$ cat src/rtl/psg_pkg.sv
// Shared constants, volume table and per-channel state type for the PSG tone bank.
package psg_pkg;

    localparam int NUM_CH  = 3;
    localparam int FREQ_W  = 10;
    localparam int ATTEN_W = 4;

    // Index 0 (loudest) sits in the least-significant byte; 2 dB per attenuation step.
    localparam logic [15:0][7:0] VOL_TABLE = {
        8'd0,   8'd10,  8'd13,  8'd16,  8'd20,  8'd26,  8'd32,  8'd40,
        8'd51,  8'd64,  8'd81,  8'd102, 8'd128, 8'd161, 8'd203, 8'd255
    };

    typedef struct packed {
        logic [FREQ_W-1:0]  freq_reg;
        logic [ATTEN_W-1:0] atten_reg;
        logic [FREQ_W-1:0]  counter;
        logic               polarity;
    } tone_ch_t;

    function automatic logic [7:0] vol_lookup(input logic [ATTEN_W-1:0] atten);
        return VOL_TABLE[atten];
    endfunction

endpackage

$ cat src/rtl/psg_tone_channel.sv
// One tone channel: frequency/attenuation registers, half-period counter,
// square-wave polarity and amplitude lookup.
module psg_tone_channel
    import psg_pkg::*;
(
    input  logic               clk,
    input  logic               reset,
    input  logic               tick,
    input  logic               wr_freq,
    input  logic [FREQ_W-1:0]  freq,
    input  logic               wr_atten,
    input  logic [ATTEN_W-1:0] atten_mag,
    output logic               tone,
    output logic [7:0]         amp
);

    tone_ch_t          ch_reg;
    tone_ch_t          ch_next;
    logic [FREQ_W-1:0] eff_freq;

    // A write landing on the tick cycle is seen by that tick's reload.
    assign eff_freq = wr_freq ? freq : ch_reg.freq_reg;

    always_comb begin
        ch_next = ch_reg;
        if (tick) begin
            if (eff_freq <= FREQ_W'(1)) begin
                ch_next.counter  = '0;
                ch_next.polarity = 1'b1;
            end else if (ch_reg.counter == '0) begin
                ch_next.counter  = eff_freq - FREQ_W'(1);
                ch_next.polarity = ~ch_reg.polarity;
            end else begin
                ch_next.counter  = ch_reg.counter - FREQ_W'(1);
            end
        end
        if (wr_freq) begin
            ch_next.freq_reg = freq;
        end
        if (wr_atten) begin
            ch_next.atten_reg = atten_mag;
        end
    end

    always_ff @(posedge clk) begin
        if (reset) begin
            ch_reg.freq_reg  <= '0;
            ch_reg.atten_reg <= '1;
            ch_reg.counter   <= '0;
            ch_reg.polarity  <= 1'b0;
        end else begin
            ch_reg <= ch_next;
        end
    end

    assign tone = ch_reg.polarity;
    assign amp  = vol_lookup(ch_reg.atten_reg);

endmodule

$ cat src/rtl/psg_tone_bank.sv
// Three-channel PSG tone generator with prescaler and registered mixer.
// Optional PSG_BIPOLAR_EN: signed SAMPLE_W+1 output, channels contribute +amp/-amp.
module psg_tone_bank
    import psg_pkg::*;
#(
    parameter int PRESCALE = 16,
    parameter int SAMPLE_W = 10
) (
    input  logic                       clk,
    input  logic                       reset,
    input  logic [2:0]                 enable,
    input  logic [9:0]                 freq,
    input  logic [2:0]                 atten_enable,
    input  logic [3:0]                 atten_mag,
    output logic [2:0]                 tone_out,
`ifdef PSG_BIPOLAR_EN
    output logic signed [SAMPLE_W:0]   sample,
`else
    output logic [SAMPLE_W-1:0]        sample,
`endif
    output logic                       sample_valid
);

`ifdef PSG_BIPOLAR_EN
    localparam int MIX_W = SAMPLE_W + 1;
`else
    localparam int MIX_W = SAMPLE_W;
`endif
    localparam int PS_W = $clog2(PRESCALE);

    logic [PS_W-1:0]   prescale_reg;
    logic              tick;
    logic              tick_d_reg;
    logic [NUM_CH-1:0] tone_w;
    logic [7:0]        amp_w [NUM_CH];
    logic [MIX_W-1:0]  mix_next;
    logic [MIX_W-1:0]  sample_reg;
    logic              sample_valid_reg;

    assign tick = (prescale_reg == PS_W'(PRESCALE - 1));

    always_ff @(posedge clk) begin
        if (reset) begin
            prescale_reg <= '0;
        end else if (tick) begin
            prescale_reg <= '0;
        end else begin
            prescale_reg <= prescale_reg + PS_W'(1);
        end
    end

    generate
        for (genvar gi = 0; gi < NUM_CH; gi++) begin : g_ch
            psg_tone_channel u_ch (
                .clk       (clk),
                .reset     (reset),
                .tick      (tick),
                .wr_freq   (enable[gi]),
                .freq      (freq),
                .wr_atten  (atten_enable[gi]),
                .atten_mag (atten_mag),
                .tone      (tone_w[gi]),
                .amp       (amp_w[gi])
            );
        end
    endgenerate

    // Mix runs the cycle after a tick, so it sees the updated polarity but
    // attenuation as registered before any write in that same cycle.
    always_comb begin
        mix_next = '0;
        for (int i = 0; i < NUM_CH; i++) begin
`ifdef PSG_BIPOLAR_EN
            if (tone_w[i]) begin
                mix_next = mix_next + MIX_W'(amp_w[i]);
            end else begin
                mix_next = mix_next - MIX_W'(amp_w[i]);
            end
`else
            if (tone_w[i]) begin
                mix_next = mix_next + MIX_W'(amp_w[i]);
            end
`endif
        end
    end

    always_ff @(posedge clk) begin
        if (reset) begin
            tick_d_reg       <= 1'b0;
            sample_reg       <= '0;
            sample_valid_reg <= 1'b0;
        end else begin
            tick_d_reg       <= tick;
            sample_valid_reg <= tick_d_reg;
            if (tick_d_reg) begin
                sample_reg <= mix_next;
            end
        end
    end

    assign tone_out     = tone_w;
    assign sample       = sample_reg;
    assign sample_valid = sample_valid_reg;

endmodule

$ cat config.mk
export PLATFORM = sky130hd
export DESIGN_NAME = psg_tone_bank
export DESIGN_NICKNAME = d
export VERILOG_FILES = /design/src/rtl/psg_pkg.sv /design/src/rtl/psg_tone_channel.sv /design/src/rtl/psg_tone_bank.sv
export SDC_FILE = /design/constraint.sdc
export NUM_CORES = 1
export LEC_CHECK = 0
export CAP_MARGIN = 20
export CORE_MARGIN = 2
export CORE_UTILIZATION = 60
export CTS_BUF_LIST = sky130_fd_sc_hd__clkbuf_4 sky130_fd_sc_hd__clkbuf_8
export DETAILED_ROUTE_END_ITERATION = 8
export GPL_ROUTABILITY_DRIVEN = 1
export GPL_TIMING_DRIVEN = 0
export PLACE_DENSITY = 0.84
export SLEW_MARGIN = 5
export SYNTH_ARGS = -nofsm -noshare
export SYNTH_HDL_FRONTEND = slang
export SYNTH_HIERARCHICAL = 1
export SYNTH_SLANG_ARGS = --single-unit
$ cat constraint.sdc
create_clock -name clk -period 8.8 [get_ports clk]
set_input_delay 2.2 -clock clk [delete_from_list [all_inputs] [get_ports clk]]
set_output_delay 2.2 -clock clk [all_outputs]
set_load 0.02 [all_outputs]
==> flow_summary.ini, run 1 <==
[timing]
final.min_clock_period_ns = 5.49
finalClockSkew_ns = 0.0117
whs_ns = 0.480
setup_viol = 0
finalHoldViolCount = 0
tightestPinTransition_ns = 0.918
fin_setup_tns_ns = 0
max_freq_mhz = 182
fin_ws_ns = 3.31
drv_slew = 0
rsz0062_at_grt = no
relSlewSlack_pct = 38.4
post-route-period-util_pct = 62.4

[placement]
gp_congestion = 0.911
dp_cells = 1102
io_buffer_count = 32
hpwl_mm = 13.1
dp_slack_ns = 2.97
place_area_mm2 = 0.00798

[layout]
fin_area_mm2 = 0.00841
multi_input_area_mm2 = 0.00477
syn_to_final_growth_pct = 13.0
antenna_cells = 0
finalNetCount = 1017
n_fill_cell = 950
final_util_pct = 69.8
finalNonFillerCells = 1134
final_layout_size_suffix_gt1_share_pct = 8.07
largest_register_ffs = 72
seq_area_mm2 = 0.00230

[run]
cap_viol_max_count = 0

[yosys]
synth_edf_count = 0
synth_ff_type = dfxtp_1
ys.warnings.count = 6
synth-async-reset-ratio_pct = 0
synth_cell_types = 85
yosys.area.top_type_share_pct = 30.9
synthesis.area_mm2 = 0.00745
syn_avg_cell_area_um2 = 8.25
ys_seq_area_share_pct = 30.9
synth_cells = 902
syn-num-nets = 966
synthTopCellsByArea = dfxtp_1 31%, ha_1 6.7%, nor2_1 4.9%, mux2i_1 4.4%, nand2_1 3.6%
ys_top_cells_by_count = 115 x dfxtp_1, 97 x nor2_1, 71 x nand2_1
post-synth-top-count-cell = dfxtp_1
synth_seq_cells = 115
yosys.area.top_type = dfxtp_1

[floorplan]
die_h_um = 115
row_count = 40
coreArea_mm2 = 0.0121
dieWidth_um = 115
die-area_mm2 = 0.0133
start_util_pct = 61.7
ios = 36

[setup_path]
crit_path_end_kind = register
crit_buf_inv = 4
arrival_ns = 5.84
worstPathCellList = clkdlybuf4s50_1 > clkbuf_1 > buf_1 > mux2i_1 > ha_1 > or2_2 > buf_1 > a31oi_1 > or4b_1 > o22ai_1
critPathMaxFanout = 10
crit_family = buffers and inverters
slowest_delay_ns = 0.54
critPathMostFrequentCell = buf_1
crit_slowest_cell = a31oi_1
start_kind = input port
critPathKind = input port to register
critPathRequiredTime_ns = 9.15

[clock_tree]
post_cts_buffers = 0
clkTransAtPathRegs_ns = 0.07
cts_buffers = 17
cts_tree = done
cts.sinks = 115
holdBufCountCts = 0
h-tree-depth = 4
clkLatencyLatePin_ns = 0.44
clock_path_buffers = 2
cts_resized = 0
cts-root-buf = clkbuf_8

[drt]
ant_nets = 0
totalWireLength_mm = 18.2
drc = 0
drtIter0Drc = 729
drt_first_pass_iters = 6
wl_per_cell_um = 16.0
num_vias = 7035
viasPerCell = 6.20

[pwr]
vdd_drop_max_mv = 0.133
total_power_mw = 1.28
leakagePower_nw = 3.37
p_per_area_mw_per_mm2 = 152

[min_path]
hold_class = register to register

[outcome]
outcome = completed

[grt]
grt_pass1_wl_mm = 30.0
grt_usage_pct = 28.2
grt_start_max_net_pins = 19
grt_pass1_vias = 6285
overflow = 0
antenna_found_initial = 0
-- cell type report --
class / instances / area share, %
Inverter: 44 / 1.96
Clock buffer: 19 / 3.11
Buffer: 43 / 2.50
Multi-Input combinational cell: 700 / 56.7
Clock inverter: 13 / 2.08
Timing Repair Buffer: 32 / 3.81
Tap cell: 168 / 2.50
Sequential cell: 115 / 27.4
-- worst paths after layout --
check / slack (ns) / depth (start not counted) / endpoint / from
hold reg to reg: 0.48 / 2 / sample[7]$_SDFFE_PP0P_ / sample[7]$_SDFFE_PP0P_
hold / removal: 0.48 / 2 / sample[7]$_SDFFE_PP0P_ / sample[7]$_SDFFE_PP0P_
setup reg to reg: 4.80 / 19 / sample[8]$_SDFFE_PP0P_ / g_ch[0].u_ch/tone$_SDFFE_PP0P_
setup / recovery: 3.31 / 10 / g_ch[0].u_ch/ch_reg[8]$_SDFFE_PP0P_ / enable[0]
-- cells in the final DEF, fill, tap and decap left out, drive strengths merged, types with 23 or more instances in the layout --
cell type      synthesis  layout
dfxtp                115     115
nor2                  97      97
nand2                 72      72
a21oi                 46      46
inv                   42      44
clkbuf                25      44
o21ai                 43      43
ha                    40      40
mux2i                 33      33
clkdlybuf4s50          0      32
nor3                  23      23
-- cell families (layout without fill, tap and decap cells) --
| kind of cell | after synthesis | in the layout | share of synthesized area (%) |
|---|---|---|---|
| muxes | 37 | 37 | 5.04 |
| and+or+nand+nor | 333 | 333 | 23.7 |
| adders and majority gates | 43 | 43 | 7.39 |
| buffers and inverters | 87 | 151 | 5.04 |
| AOI/OAI and AO/OA | 260 | 260 | 24.8 |
| xor gates and xnor gates | 27 | 27 | 3.18 |
| DFF | 115 | 115 | 30.9 |
-- routing by layer --
layer	global-route usage [%]	share of wire [%]	wire (um)	vias to the layer above
met5	0	0	0	-
met4	10.8	2.7	485	0
met3	7.17	5.7	1040	41
met2	45.5	47	8570	239
met1	36.4	44	8080	3295
li1	-	-	-	3460
-- where the power goes --
part	internal (mW)	total [mW]	switching, mW
Sequential	0.545	0.562	0.0166
Clock	0.299	0.527	0.228
Combinational	0.0750	0.190	0.115
Total	0.919	1.28	0.360
-- worst reg2reg max path, cell delays in order, from the launching register on --
cell	delay, ns
dfxtp_1	0.45
buf_6	0.17
nand2_1	0.06
inv_1	0.05
ha_1	0.19
inv_1	0.07
fa_1	0.41
nor2b_1	0.28
or2_2	0.17
maj3_1	0.24
xor2_1	0.15
nand2_1	0.08
xnor2_1	0.15
ha_1	0.33
o21ai_0	0.13
o21bai_1	0.11
or4_1	0.40
o211ai_1	0.14
and4_1	0.22
nor4_1	0.05
No activity file was read; power rests on OpenSTA's default activity.
==> run 2, diff against run 1 <==
CORE_UTILIZATION = 57   (was 60)
clock period = 4.4 ns   (was 8.8 ns; I/O delays follow)
==> flow_summary.ini, run 2 (same netlist as run 1, synthesis figures left out) <==
[outcome]
outcome = completed

[min_path]
hold_depth = 2
min_from = sample[1]$_SDFFE_PP0P_
hold_class = register to register
hold_end = sample[1]$_SDFFE_PP0P_

[setup_path]
critPathMaxFanout = 10
crit_path_end_kind = register
arrival_ns = 4.46
start_kind = input port
r2r_cells = 19
critPathKind = input port to register
r2r_start = g_ch[0].u_ch/tone$_SDFFE_PP0P_
r2r-end = sample[8]$_SDFFE_PP0P_
rrSetupSlack_ns = 0.32
critPathRequiredTime_ns = 4.77

[clock_tree]
cts.sinks = 115
cts_buffers = 17
clkTransAtPathRegs_ns = 0.07
h-tree-depth = 4
cts_tree = done
clkLatencyLatePin_ns = 0.45
holdBufCountCts = 0
clock_path_buffers = 2
post_cts_buffers = 0
cts-root-buf = clkbuf_8

[grt]
grt_start_max_net_pins = 19
grtUsageMet3_pct = 6.42
grt_pass1_vias = 6467
grtUsageMet1_pct = 34.4
met2_usage_pct = 43.8
top_usage_layer = met2
grt_pass1_wl_mm = 30.9
antenna_found_initial = 1
grt_usage_pct = 26.9
overflow = 0

[timing]
fin_setup_tns_ns = 0
max_freq_mhz = 244
tightestPinTransition_ns = 0.917
post-route-period-util_pct = 93.1
final.min_clock_period_ns = 4.09
setup_viol = 0
drv_slew = 0
finalClockSkew_ns = 0.00904
finalHoldViolCount = 0
relSlewSlack_pct = 38.5
rsz0062_at_grt = no

[drt]
drc = 0
wl_per_cell_um = 16.5
viasPerCell = 6.22
drt_first_pass_iters = 5
drtIter0Drc = 674
totalWireLength_mm = 18.7
num_vias = 7075
ant_nets = 0

[floorplan]
coreArea_mm2 = 0.0127
die-area_mm2 = 0.0140
start_util_pct = 58.8
row_count = 41
ios = 36
dieWidth_um = 118
die_h_um = 118

[layout]
final_cell_mix = 115 x dfxtp_1, 97 x nor2_1, 71 x nand2_1, 46 x a21oi_1, 42 x inv_1
layout_commonest_cell = dfxtp_1
n_fill_cell = 1054
seq_area_mm2 = 0.00230
multi_input_area_mm2 = 0.00477
largest_register_ffs = 72
fin_area_mm2 = 0.00837
antenna_cells = 0
finalNetCount = 1017
final_layout_size_suffix_gt1_share_pct = 8.18
syn_to_final_growth_pct = 12.5

[pwr]
vdd_drop_max_mv = 0.208
pwr-share-comb_pct = 15.3
seq_power_share_pct = 45.2
total_power_mw = 2.49
switchingPower_uw = 703
power_switching_share_pct = 28.2
clock_power_share_pct = 39.5
leakagePower_nw = 3.36
p_per_area_mw_per_mm2 = 297
p_int_mw = 1.79

[run]
cap_viol_max_count = 0

[placement]
place_area_mm2 = 0.00798
hpwl_mm = 13.4
io_buffer_count = 32
gp_congestion = 0.926
## run 2: cell count changes in the layout (fill, tap and decap cells not counted), moves of 2 or more
cell	delta
clkinv_4	-6
clkinv_2	+5
clkbuf_4	+3
inv_6	-2
## run 2: repair_timing
item / CTS / global route
gates resized for setup: 0 / 1
endpoints found under the setup margin: 0 / 1
endpoints found under the hold margin: 0 / 0
## run 2: critical path, stage by stage
cell	delay, ns
clkdlybuf4s50_1	0.50
clkbuf_1	0.37
clkbuf_2	0.36
mux2i_1	0.18
ha_1	0.30
or2_2	0.31
buf_1	0.16
a31oi_1	0.54
or4b_1	0.49
o22ai_1	0.16
## run 2: final cells by class
cell class	instances	area share, %
plain buffers	43	2.53
clock buffers	22	3.39
clock inverters	10	1.28
inverters	44	1.97
multi-input cells	700	56.9
flip-flops and latches	115	27.5
well taps	172	2.57
repair buffers	32	3.82
## run 2: worst max-delay path by stage
stage | startpoint | end | cells after the start
after floorplan | enable[0] | g_ch[0].u_ch/ch_reg[8]$_SDFFE_PP0P_ | 9
after global placement | enable[0] | g_ch[0].u_ch/ch_reg[8]$_SDFFE_PP0P_ | 10
after detailed placement | enable[0] | g_ch[0].u_ch/ch_reg[8]$_SDFFE_PP0P_ | 10
after CTS | enable[0] | g_ch[0].u_ch/ch_reg[8]$_SDFFE_PP0P_ | 10
after global routing | g_ch[0].u_ch/tone$_SDFFE_PP0P_ | sample[8]$_SDFFE_PP0P_ | 19
final | enable[0] | g_ch[0].u_ch/ch_reg[8]$_SDFFE_PP0P_ | 10
## run 2: through the flow
step                      util, %  std cells  hold slack [ns]  setup slack, ns
after floorplan                 -        902            0.440            0.755
after global placement       63.0       1106            0.458           -0.271
after detailed placement     63.0       1106            0.464           -0.286
after CTS                    66.1       1138            0.475            0.195
after global routing         66.1       1138            0.499           0.0665
final                        66.1       1138            0.478            0.305
## run 2: per-layer routing
| metal | up-vias | wire (um) |
|---|---|---|
| li1 | 3464 | - |
| met1 | 3308 | 8240 |
| met2 | 263 | 8840 |
| met3 | 38 | 1250 |
| met4 | 2 | 386 |
| met5 | - | 7 |
## run 2: power by group through the flow
stage               logic [mW]  registers [mW]  clock network, mW
finish                   0.382            1.12              0.983
floorplan                0.270            1.14                  0
CTS                      0.374            1.12               1.00
detailed placement       0.371            1.15                  0
global placement         0.364            1.14                  0
global route             0.419            1.13               1.04
